<file path="src/rtl/pong_match_ctrl_if.sv">
// Player-input, score and ball-control bundle between the match sequencer and its neighbours.
// The slave modport is the sequencer's view of this bundle.
interface pong_match_ctrl_if #(
  parameter int SCORE_W = 7
);
  logic               start;
  logic               pause;
  logic [1:0]         increaseScore;
  logic [SCORE_W-1:0] score1;
  logic [SCORE_W-1:0] score2;
  logic               ball_run;
  logic               ball_recenter;
  logic               score_clear;
  logic               serve_dir;
  logic [1:0]         winner;
  logic [2:0]         state_o;

  modport slave (
    input  start, pause, increaseScore, score1, score2,
    output ball_run, ball_recenter, score_clear, serve_dir, winner, state_o
  );

  modport master (
    output start, pause, increaseScore, score1, score2,
    input  ball_run, ball_recenter, score_clear, serve_dir, winner, state_o
  );
endinterface

</file>
<file path="src/rtl/pong_match_ctrl.sv">
// Pong match sequencer: serve countdown, ball gating, point handling and winner detection.
// Every output is a flop, so pulses and ball_run lag their cause by one edge.
module pong_match_ctrl #(
  parameter int SCORE_W     = 7,
  parameter int WIN_SCORE   = 11,
  parameter int SERVE_DELAY = 50000000
) (
  input  logic            clk,
  input  logic            reset,
  pong_match_ctrl_if.slave bus
);

  localparam int TIMER_W = $clog2(SERVE_DELAY + 1);
  localparam logic [TIMER_W-1:0] TIMER_LAST = TIMER_W'(SERVE_DELAY - 1);
  localparam logic [TIMER_W-1:0] TIMER_ONE  = TIMER_W'(1);
  localparam logic [SCORE_W-1:0] WIN_VAL    = SCORE_W'(WIN_SCORE);

  typedef enum logic [2:0] {
    ST_IDLE       = 3'd0,
    ST_SERVE_WAIT = 3'd1,
    ST_PLAY       = 3'd2,
    ST_POINT      = 3'd3,
    ST_GAME_OVER  = 3'd4
  } state_t;

  state_t             state_q, state_d;
  logic [TIMER_W-1:0] timer_q, timer_d;
  logic               ball_run_q, ball_run_d;
  logic               ball_recenter_q, ball_recenter_d;
  logic               score_clear_q, score_clear_d;
  logic               serve_dir_q, serve_dir_d;
  logic [1:0]         winner_q, winner_d;

  // Per-player "reached the winning score" flags; index 0 is P1.
  logic [SCORE_W-1:0] score_arr [2];
  logic [1:0]         at_limit;

  assign score_arr[0] = bus.score1;
  assign score_arr[1] = bus.score2;

  generate
    for (genvar gi = 0; gi < 2; gi++) begin : g_limit
      assign at_limit[gi] = (score_arr[gi] >= WIN_VAL);
    end
  endgenerate

  always_ff @(posedge clk or posedge reset) begin
    if (reset) begin
      state_q         <= ST_IDLE;
      timer_q         <= '0;
      ball_run_q      <= 1'b0;
      ball_recenter_q <= 1'b0;
      score_clear_q   <= 1'b0;
      serve_dir_q     <= 1'b0;
      winner_q        <= 2'b00;
    end else begin
      state_q         <= state_d;
      timer_q         <= timer_d;
      ball_run_q      <= ball_run_d;
      ball_recenter_q <= ball_recenter_d;
      score_clear_q   <= score_clear_d;
      serve_dir_q     <= serve_dir_d;
      winner_q        <= winner_d;
    end
  end

  always_comb begin
    state_d         = state_q;
    timer_d         = timer_q;
    ball_run_d      = 1'b0;
    ball_recenter_d = 1'b0;
    score_clear_d   = 1'b0;
    serve_dir_d     = serve_dir_q;
    winner_d        = winner_q;

    unique case (state_q)
      ST_IDLE: begin
        if (bus.start) begin
          state_d         = ST_SERVE_WAIT;
          timer_d         = '0;
          score_clear_d   = 1'b1;
          ball_recenter_d = 1'b1;
        end
      end

      ST_SERVE_WAIT: begin
        // Paused cycles do not count toward the serve delay.
        if (!bus.pause) begin
          if (timer_q == TIMER_LAST) begin
            state_d    = ST_PLAY;
            timer_d    = '0;
            ball_run_d = 1'b1;
          end else begin
            timer_d = timer_q + TIMER_ONE;
          end
        end
      end

      ST_PLAY: begin
        ball_run_d = ~bus.pause;
        if (bus.increaseScore == 2'b01) begin
          state_d     = ST_POINT;
          serve_dir_d = 1'b0;
          ball_run_d  = 1'b0;
        end else if (bus.increaseScore == 2'b10) begin
          state_d     = ST_POINT;
          serve_dir_d = 1'b1;
          ball_run_d  = 1'b0;
        end
      end

      ST_POINT: begin
        if (at_limit[0]) begin
          state_d  = ST_GAME_OVER;
          winner_d = 2'b01;
        end else if (at_limit[1]) begin
          state_d  = ST_GAME_OVER;
          winner_d = 2'b10;
        end else begin
          state_d         = ST_SERVE_WAIT;
          timer_d         = '0;
          ball_recenter_d = 1'b1;
        end
      end

      ST_GAME_OVER: begin
        if (bus.start) begin
          state_d         = ST_SERVE_WAIT;
          timer_d         = '0;
          winner_d        = 2'b00;
          score_clear_d   = 1'b1;
          ball_recenter_d = 1'b1;
        end
      end

      default: begin
        state_d = ST_IDLE;
        timer_d = '0;
      end
    endcase
  end

  assign bus.ball_run      = ball_run_q;
  assign bus.ball_recenter = ball_recenter_q;
  assign bus.score_clear   = score_clear_q;
  assign bus.serve_dir     = serve_dir_q;
  assign bus.winner        = winner_q;
  assign bus.state_o       = state_q;

endmodule

</file>
<file path="src/flat_wrapper.sv">
// flat-port wrapper written by rule: the top's interface ports become plain ports
module pong_match_ctrl_flat 
#(
  parameter int SCORE_W     = 7,
  parameter int WIN_SCORE   = 11,
  parameter int SERVE_DELAY = 50000000
)
  (clk, reset, bus_start, bus_pause, bus_increaseScore, bus_score1, bus_score2, bus_ball_run, bus_ball_recenter, bus_score_clear, bus_serve_dir, bus_winner, bus_state_o);
  pong_match_ctrl_if #(.SCORE_W(SCORE_W)) bus_i ();
  input  logic clk;
  input  logic reset;
  input wire logic [$bits(bus_i.start)-1:0] bus_start;
  input wire logic [$bits(bus_i.pause)-1:0] bus_pause;
  input wire logic [$bits(bus_i.increaseScore)-1:0] bus_increaseScore;
  input wire logic [$bits(bus_i.score1)-1:0] bus_score1;
  input wire logic [$bits(bus_i.score2)-1:0] bus_score2;
  output wire logic [$bits(bus_i.ball_run)-1:0] bus_ball_run;
  output wire logic [$bits(bus_i.ball_recenter)-1:0] bus_ball_recenter;
  output wire logic [$bits(bus_i.score_clear)-1:0] bus_score_clear;
  output wire logic [$bits(bus_i.serve_dir)-1:0] bus_serve_dir;
  output wire logic [$bits(bus_i.winner)-1:0] bus_winner;
  output wire logic [$bits(bus_i.state_o)-1:0] bus_state_o;
  assign bus_i.start = bus_start;
  assign bus_i.pause = bus_pause;
  assign bus_i.increaseScore = bus_increaseScore;
  assign bus_i.score1 = bus_score1;
  assign bus_i.score2 = bus_score2;
  assign bus_ball_run = bus_i.ball_run;
  assign bus_ball_recenter = bus_i.ball_recenter;
  assign bus_score_clear = bus_i.score_clear;
  assign bus_serve_dir = bus_i.serve_dir;
  assign bus_winner = bus_i.winner;
  assign bus_state_o = bus_i.state_o;
  pong_match_ctrl #(.SCORE_W(SCORE_W), .WIN_SCORE(WIN_SCORE), .SERVE_DELAY(SERVE_DELAY)) u_core (.clk(clk), .reset(reset), .bus(bus_i));
endmodule
</file>
<file path="config.mk">
export PLATFORM = sky130hd
export DESIGN_NAME = pong_match_ctrl_flat
export DESIGN_NICKNAME = d
export VERILOG_FILES = /design/src/rtl/pong_match_ctrl_if.sv /design/src/rtl/pong_match_ctrl.sv /design/src/flat_wrapper.sv
export SDC_FILE = /design/constraint.sdc
export NUM_CORES = 1
export LEC_CHECK = 0
export BUFFER_PORTS_ARGS = -buffer_cell sky130_fd_sc_hd__buf_2
export CORE_UTILIZATION = 40
export CTS_BUF_LIST = sky130_fd_sc_hd__clkbuf_4
export DETAILED_ROUTE_END_ITERATION = 8
export MAX_ROUTING_LAYER = met4
export PLACE_DENSITY = 0.69
export RECOVER_POWER = 100
export SETUP_SLACK_MARGIN = 0.4
export SLEW_MARGIN = 40
export SYNTH_ARGS = -nofsm -noshare
export SYNTH_HDL_FRONTEND = slang
export SYNTH_SLANG_ARGS = --single-unit
</file>
<file path="constraint.sdc">
create_clock -name clk -period 2.39 [get_ports clk]
set_input_delay 0.3585 -clock clk [delete_from_list [all_inputs] [get_ports clk]]
set_output_delay 0.3585 -clock clk [all_outputs]
set_load 0.005 [all_outputs]
</file>
* Word level (Yosys, flattened, before mapping)
Cells that the tools add are included.
** Storage, ports and cells
- Register bits :: 35
- Input bits :: 20
- Output and inout port bits :: 9
- Word-level logic and storage cells :: 65
** Operators by class
- $add $sub $neg :: 1
- Magnitude comparators :: 2
- Eq/ne operators :: 15
- Multiplexer cells :: 30
- Bitwise logic cells :: 2
- Reductions and logical operators :: 8
** Operators by type and width (count)
- 26-bit 2-to-1 mux :: 5
- 26-bit one-hot mux with 4 select lines :: 1
- 26-bit by 1-bit adder with 26-bit output (second input constant) :: 1
- 26-bit == test (second input constant) :: 1
- 3-bit 2-to-1 mux :: 7
- 7-bit by 4-bit >= comparator with 1-bit output (second input constant) :: 2
- 3-bit one-hot mux with 4 select lines :: 1
- 1-bit 2-to-1 mux :: 10
- 2-bit != test (second input constant) :: 4
- 3-bit by 2-bit == test with 1-bit output (second input constant) :: 2
- 2-bit 2-to-1 mux :: 3
- 3-bit by 1-bit != test with 1-bit output (second input constant) :: 2
- 5-bit AND reduction :: 1
- 2-bit by 1-bit != test with 1-bit output (second input constant) :: 2
- 1-bit one-hot mux with 2 select lines :: 2
- 2-bit one-hot mux with 2 select lines :: 1
- 4-bit AND reduction :: 1
- 2-bit nonzero test :: 2
- 3-bit by 1-bit == test with 1-bit output (second input constant) :: 1
- 3-bit == test (second input constant) :: 1
- 3-bit zero test :: 1
- 3-bit AND reduction :: 1
- 2-bit by 1-bit == test with 1-bit output (second input constant) :: 1
- 2-bit == test (second input constant) :: 1
- 3 further kinds :: 4

* Longest topological paths before layout
Gate-level depths: netlist of the first run.
- Word-level depth :: 4
- Depth in mapped cells :: 9
- Depth with buffers taken out :: 6

* Least setup slack after synthesis of the first run
Ideal clock, no wire load.
- Kind :: register to register
- Start point :: register u_core.state_q[1], in the netlist u_core.bus.state_o[1]
- End point :: register u_core.timer_q[13]
- Library setup time :: 0.078 ns
- Arrival time :: 2.000 ns
- Data required time :: 2.312 ns
- Path slack :: 0.312 ns
- Stages on the path, launching flop included :: 8
- Path buffers :: 2
- Period minus slack after synthesis :: 2.078 ns
- Path through :: dfrtp_1 > buf_2 > or3b_1 > nand3_2 > or4_1 > buf_2 > or4_1 > a21oi_1
** Between the ends
- Longest elaborated chain between the ends :: 4
- Elaborated cells between the ends (all ways) :: 13
- Classes of those cells :: 8 x eq/ne; 1 x mux; 1 x bitwise; 3 x reduce/logical
** Ends and longest elaborated chain
- start: declaration :: RTL line pong_match_ctrl.sv:26 : state_t state_q, state_d;
- start signal: assignment :: RTL line pong_match_ctrl.sv:57 : state_q <= state_d;
- 3-bit == test or 3-bit zero test (tied branches) :: RTL line pong_match_ctrl.sv:76 : unique case (state_q)
- 2-bit OR reduction (no line)
- 2-bit by 1-bit != test with 1-bit output (no line)
- 5-bit AND reduction (no line)
- end signal: assignment :: RTL line pong_match_ctrl.sv:58 : timer_q <= timer_d;
- end: declaration :: RTL line pong_match_ctrl.sv:27 : logic [TIMER_W-1:0] timer_q, timer_d;
Several ways; a longest one is shown, not always the timed one.
A chain may end at the register's enable or synchronous reset.

* Worst setup path in the final report of the first run
- Start point :: register u_core.timer_q[24]
- End point :: register u_core.ball_run_q, in the netlist u_core.bus.ball_run
** Between the ends
- Longest elaborated chain between the ends :: 4
** Ends and longest elaborated chain
- 26-bit == test :: RTL line pong_match_ctrl.sv:89 : if (timer_q == TIMER_LAST) begin
- 1-bit 2-to-1 mux :: RTL line pong_match_ctrl.sv:89
- 1-bit 2-to-1 mux :: RTL line pong_match_ctrl.sv:88 : if (!bus.pause) begin
- 1-bit one-hot mux with 2 select lines :: RTL line pong_match_ctrl.sv:76
- net u_core.ball_run_d :: RTL line pong_match_ctrl.sv:28 : logic ball_run_q, ball_run_d;
- end signal: assignment :: RTL line pong_match_ctrl.sv:59 : ball_run_q <= ball_run_d;
- end: declaration :: RTL line pong_match_ctrl.sv:28
The timed path passes the listed nets, and every way through them passes these cells.

==> results of run 1 <==
worst max path at each step:
stage / endpoint / slack [ns] / depth (start not counted)
finish: u_core.bus.ball_run$_DFF_PP0_ / 0.22 / 6
global route: u_core.bus.ball_run$_DFF_PP0_ / 0.12 / 6
CTS: u_core.timer_q[21]$_DFFE_PP0P_ / 0.34 / 6
detailed placement: u_core.timer_q[18]$_DFFE_PP0P_ / 0.22 / 7
global placement: u_core.timer_q[18]$_DFFE_PP0P_ / 0.23 / 7
floorplan: u_core.timer_q[13]$_DFFE_PP0P_ / 0.39 / 7
power groups by stage:
stage / registers, uW / clock network, uW / logic, uW
2_1_floorplan: 698 / 0 / 137
6_report: 689 / 327 / 272
4_1_cts: 692 / 332 / 240
5_1_grt: 696 / 356 / 303
3_3_place_gp: 704 / 0 / 215
3_5_place_dp: 705 / 0 / 221
critical path, cell delays in order, from the launching register on:
cell and delay (ns):
dfrtp_1 0.41, or3b_1 0.43, nor4_4 0.29, and4bb_1 0.31, clkdlybuf4s25_1 0.32, nand2_1 0.08, a211oi_2 0.23
metrics by stage:
stage,instance area (um2),utilization [%]
floorplan,2145,-
global placement,2416,47.61
detailed placement,2416,47.61
CTS,2695,53.11
global route,2781,54.81
finish,2781,54.81
kinds of logic after synthesis:
logic type,after synthesis,share of synthesized area (%)
buffers and inverters,24,4.887
adders and majority gates,3,1.788
AOI/OAI and AO/OA,67,22.71
and+or+nand+nor,102,28.90
DFF,35,41.72
what timing repair did:
action	CTS	global route
hold buffers	0	0
setup endpoints to repair	19	24
pin swaps	12	13
resized for setup	22	30
gates cloned	3	0
buffers inserted	13	6
final cells by class:
cell class / instances / area [um2]
Multi-Input combinational cell: 173 / 1294
Clock inverter: 2 / 7.507
Timing Repair Buffer: 64 / 431.7
Sequential cell: 35 / 878.3
Fill cell: 469 / 2293
Clock buffer: 6 / 45.04
Tap cell: 70 / 87.58
Inverter: 10 / 37.54
synth_stat cells, types with 4 or more instances:
cell type	n	area share (%)
nand4_1	9	2.7
nor3_1	4	0.95
or4_1	15	5.4
clkbuf_1	6	1.1
nand2_1	18	3.2
inv_1	10	1.8
and3_1	6	1.8
or3_1	5	1.5
buf_2	7	1.7
nor2_1	11	2.0
o21ai_0	9	2.1
dfrtp_1	35	42
nand3_1	13	3.1
o31ai_1	16	5.7
a21oi_1	20	4.8
state kept, by name, summed over array words and instances (netlist names):
signal,flops
u_core.bus.ball_recenter,1
u_core.bus.serve_dir,1
u_core.bus.ball_run,1
u_core.bus.state_o,3
u_core.bus.winner,2
u_core.bus.score_clear,1
u_core.timer_q,26
cell usage in the layout, fill, tap and decap left out, drive strengths merged, types with 5 or more instances in the layout:
master	Yosys	final
dfrtp	35	35
inv	10	10
and3	6	6
nand4	9	9
clkbuf	6	15
or4	15	15
a21oi	21	22
nor3	5	5
nand3	14	14
buf	8	54
nor2	11	11
o21ai	9	9
or3	5	5
nand2	18	18
o31ai	16	16
metal layers:
layer / vias to the layer above / global-route usage [%] / wire length (um)
met1: 1033 / 27.01 / 2572
met5: - / - / 0
li1: 1013 / - / -
met3: 11 / 3.930 / 254
met4: 0 / 10.69 / 123
met2: 59 / 33.13 / 2730
==> metrics.md, run 1 <==
| Metric | Value |
|---|---|
| Min Tclk post-route | 2.166 ns |
| Die H | 74.45 um |
| Hold Crit Class | input pin to asynchronous set/reset pin |
| Power Internal | 889.4 uW |
| Clock slew at reported path FFs | 0.11 ns |
| Reg2reg end | u_core.bus.ball_run$_DFF_PP0_ |
| DPL Wire Length | 3323 um |
| Rel. slew slack | 68.91% |
| Worst-Margin Slew | 0.4663 ns |
| Ys Warns | 0 |
| Die width | 74.45 um |
| RSZ-0062 raised after global routing | true |
| Area delta synth->final | 32.48% |
| Switching part of the total | 30.94% |
| Worst clock skew | 0.01137 ns |
| Via count | 2116 |
| Comb pwr share | 21.1% |
| CP Class | flop to flop |
| Vias in the first global route | 1913 |
| Non-filler instance count after layout | 360 |
| Crit share post-route | 90.62% |
| Die ar. | 5543 um2 |
| First-pass GRT wire length | 8845 um |
| H-tree lvl count | 2 |
| RePlAce Congestion | 0.8100 |
| Crit Reg-Reg Startpoint | u_core.timer_q[24]$_DFFE_PP0P_ |
| Clock sinks | 35 |
| Overflow after GRT | 0 |
| Worst VDD drop | 0.2732 mV |
| Total GRT Usage | 21.50% |
| Drt via density | 5.878 |
| R2r setup slk | 0.22 ns |
| Antenna Cells | 0 |
| Setup WS pre-CTS | 0.2222 ns |
| Outcome | finished, final reports clean |
| Worst Path Arrival | 2.43 ns |
| Flops & latches, synth | 35 |
| Share of layout cells above drive strength 1 | 31.72% |
| DP Cell Count | 330 |
| TritonRoute pass-1 iters | 4 |
| Number of synthesized flops with an enable pin | 0 |
| Clk root buf | clkbuf_4 |
| Fin Setup TNS | 0 ns |
| Floorplan row count | 26 |
| CP startpoint | u_core.timer_q[24]$_DFFE_PP0P_ |
| Antenna violations before repair | 0 |
| CTS tree | yes |
| Leak | 0.001117 uW |
| CP Capture Type | flop |
| Initial DRC Count | 147 |
| Worst setup margin | 0.2242 ns |
| Antenna Nets Post-Route | 0 |
| Main synth FF type | dfrtp_1 |
| Sequential-to-total area share from yosys stat | 41.72% |
| Sw Pwr | 398.4 uW |
| Drt total wl | 5680 um |
| Num CTS Buffers | 5 |
| Final setup fails | 0 |
| Nets@finish | 312 |
| Final hold viol count | 0 |
| Post-synthesis cell count | 231 |
| Fmax | 461.7 MHz |
| Flop pwr share | 53.5% |
| Largest net degree at the start of global routing | 48 |
| Worst path required time | 2.66 ns |
| Synthesized area per cell | 9.089 um2 |
| CP Max Fanout | 2 |
| Clock share of power | 25.4% |
| Pwr Total | 1288 uW |
| Final Max Tran Viols | 0 |
| Max-Cap Viols | 0 |
| Power Density | 463.0 nW/um2 |
| Syn nets | 254 |
| I/O Pins | 29 |
| Initial Util | 41.37% |
| Routed len/inst | 15.78 um |
| Clk Latency, worst-skew pair | 0.35 ns |
| Port Buf Inserts | 28 |
| Post-route DRC | 0 |
| Startpoint types | flop |
| Core Region | 5075 um2 |
| Async SR Flop Fraction | 100.0% |
| Unique cell type count in the Yosys netlist | 45 |
| Worst R2R Path Depth | 6 |
| Synthesized area | 2100 um2 |
| WHS | 0.09070 ns |
| Deepest clock path buffer count | 2 |
No activity file was read; power rests on OpenSTA's default activity.
==> inputs of run 2 (changes only) <==
ABC_AREA = 1   (was default)
==> run 2 against run 1 <==
Compared with the run above: register-to-register slack improved by 0.27 ns; highest routed layer unchanged; largest power group is now combinational cells; global-route usage decreased by 1.9 points; power increased by 48%; critical endpoint is now u_core.timer_q[15]$_DFFE_PP0P_; first-iteration DRC count decreased by 3.4%; cell area decreased by 6.3%; non-clock buffer count decreased by 32; clock skew increased by 0.0077 ns; wire length decreased by 8.5%; via count increased by 5.4%; critical path type unchanged.
==> metrics.md, run 2 <==
| Metric | Value |
|---|---|
| Worst clock skew | 0.01905 ns |
| Hold_buf cts | 0 |
| CP Max Fanout | 9 |
| Antenna violations before repair | 0 |
| Final hold viol count | 0 |
| Area delta synth->final | 10.97% |
| Leak | 0.001268 uW |
| Rel. slew slack | 69.29% |
| RSZ-0062 raised after global routing | false |
| Min Tclk post-route | 1.892 ns |
| Synthesized area per cell | 6.672 um2 |
| Commonest non-fill, non-tap cell in the layout | nand2_1 |
| Max-Cap Viols | 0 |
| Hold Crit Class | input pin to asynchronous set/reset pin |
| Overflow after GRT | 0 |
| Total GRT Usage | 19.58% |
| Pwr Total | 1902 uW |
| Die ar. | 6182 um2 |
| Post-route DRC | 0 |
| Antenna Nets Post-Route | 0 |
| Clk Latency, worst-skew pair | 0.36 ns |
| I/O Pins | 29 |
| Max FFs per register | 26 |
| Worst VDD drop | 0.6863 mV |
| TritonRoute pass-1 iters | 4 |
| Via count | 2230 |
| Final Max Tran Viols | 0 |
| Main synth FF type | dfrtp_1 |
| Antenna Cells | 0 |
| Most frequent cells in the layout | 110 x nand2_1, 52 x inv_1, 49 x nor2_1 |
| Ys Warns | 0 |
| Fmax | 528.6 MHz |
| Clock sinks | 35 |
| Num CTS Buffers | 5 |
| DPL Wire Length | 3856 um |
| Floorplan row count | 27 |
| Worst-Margin Slew | 0.4607 ns |
| Unique cell type count in the Yosys netlist | 25 |
| Fin Setup TNS | 0 ns |
| Die width | 78.63 um |
| CP Capture Type | flop |
| CTS tree | yes |
| Flops & latches, synth | 35 |
| Deepest clock path buffer count | 2 |
| Startpoint types | flop |
| Register with the most flip-flops | u_core.timer_q |
| Vias in the first global route | 1988 |
| Nets@finish | 407 |
| Post-synth top cells | 109 x nand2_1, 52 x inv_1, 48 x nor2_1 |
| Outcome | finished, final reports clean |
| Clk root buf | clkbuf_4 |
| Post-CTS resize count | 0 |
| Share of layout cells above drive strength 1 | 12.73% |
| Post-synthesis cell count | 352 |
| First-pass GRT wire length | 9232 um |
| Final core occ | 46.76% |
| Drt via density | 4.880 |
| Synth area leaders | dfrtp_1 37%, nand2_1 17%, inv_1 8.3% |
| Initial DRC Count | 142 |
| Number of synthesized flops with an enable pin | 0 |
| DP Cell Count | 449 |
| Top-area cell type share of the netlist area | 37.29% |
| Port Buf Inserts | 28 |
| Synthesized area | 2349 um2 |
| Final setup fails | 0 |
| Count leader, synth | nand2_1 |
| Largest net degree at the start of global routing | 39 |
| Worst path required time | 2.65 ns |
| H-tree lvl count | 2 |
| Routed len/inst | 11.37 um |
| Drt total wl | 5197 um |
| Setup Fix Bufs, Post-CTS | 0 |
| Initial Util | 42.13% |
| CP Class | flop to flop |
| Clock slew at reported path FFs | 0.12 ns |
| RePlAce Congestion | 0.8451 |
| Core Region | 5574 um2 |
| Worst Path Arrival | 2.16 ns |
| Syn nets | 375 |
| Power Density | 729.8 nW/um2 |
| Synth area leader | dfrtp_1 |
| Sequential-to-total area share from yosys stat | 37.29% |
| Die H | 78.63 um |
| Async SR Flop Fraction | 100.0% |
| Non-filler instance count after layout | 457 |
| Crit share post-route | 79.15% |
==> run 2: changes by cell type after synthesis, sizes merged, moves of 5 or more <==
cell   delta
nand2    +94
inv      +43
nor2     +41
nand3    +17
o31ai    -16
or4      -15
a21oi    -14
o21ai    +11
nand4     +8
and3      -6
or3       -5
==> run 2: layout make-up <==
cell class              instances  area [um2]
multi-input cells             257        1212
repair buffers                 32       171.4
clock inverters                 3       20.02
inverters                      53       198.9
clock buffers                   5       37.54
fillers                       579        2968
flip-flops and latches         35       875.8
well taps                      72       90.09
==> run 2: metal layers <==
layer	track usage, %	wire, um	up-vias	share of wire (%)
li1	-	-	1177	-
met1	27.26	2632	1016	51
met2	28.52	2349	29	45
met3	3.140	142	8	2.7
met4	7.222	72	0	1.4
met5	-	0	-	0
==> run 2: critical path: stages (launching register included) <==
cell and delay (ns):
dfrtp_1 0.45, ha_1 0.33, nand3_1 0.16, nor3_1 0.21
nand3_1 0.12, nand2_1 0.14, nand2_1 0.22, nand2_1 0.13
nor2_1 0.05
==> run 2: path summary, 6_finish.rpt <==
check / startpoint / to / cells past startpoint / slack, ns
max: u_core.timer_q[0]$_DFFE_PP0P_ / u_core.timer_q[15]$_DFFE_PP0P_ / 8 / 0.50
min: reset / u_core.bus.serve_dir$_DFFE_PP0P_ / 3 / 0.08
max reg2reg: u_core.timer_q[0]$_DFFE_PP0P_ / u_core.timer_q[15]$_DFFE_PP0P_ / 8 / 0.50
min reg2reg: u_core.bus.winner[0]$_DFFE_PP0P_ / u_core.bus.winner[0]$_DFFE_PP0P_ / 2 / 0.51
max in group asynchronous: reset / u_core.timer_q[5]$_DFFE_PP0P_ / 3 / 1.97
min in group clk: bus_start / u_core.bus.score_clear$_DFF_PP0_ / 3 / 0.27
==> run 2: cell families after synthesis <==
group | after synthesis | share of synthesized area, %
simple gates | 221 | 42.62
compound gates | 29 | 6.340
fa+ha+maj | 3 | 1.598
xor+xnor | 4 | 1.492
buf+inv | 60 | 10.65
flops | 35 | 37.29
==> run 2: power breakdown <==
| part | internal (uW) | switching (uW) | leakage (uW) |
|---|---|---|---|
| clock network | 113 | 223 | 0.0000288 |
| logic | 270 | 562 | 0.000760 |
| registers | 665 | 69.3 | 0.000479 |
| total | 1050 | 855 | 0.00127 |
==> run 2: metrics by stage <==
| stage | area, um2 | worst slack [ns] | hold WS (ns) |
|---|---|---|---|
| finish | 2606 | 0.4982 | 0.07723 |
| global route | 2606 | 0.2351 | 0.1017 |
| CTS | 2628 | 0.5304 | 0.09119 |
| detailed placement | 2570 | 0.5334 | 0.4788 |
| global placement | 2570 | 0.6054 | 0.4831 |
| floorplan | 2349 | 0.7475 | 0.4823 |
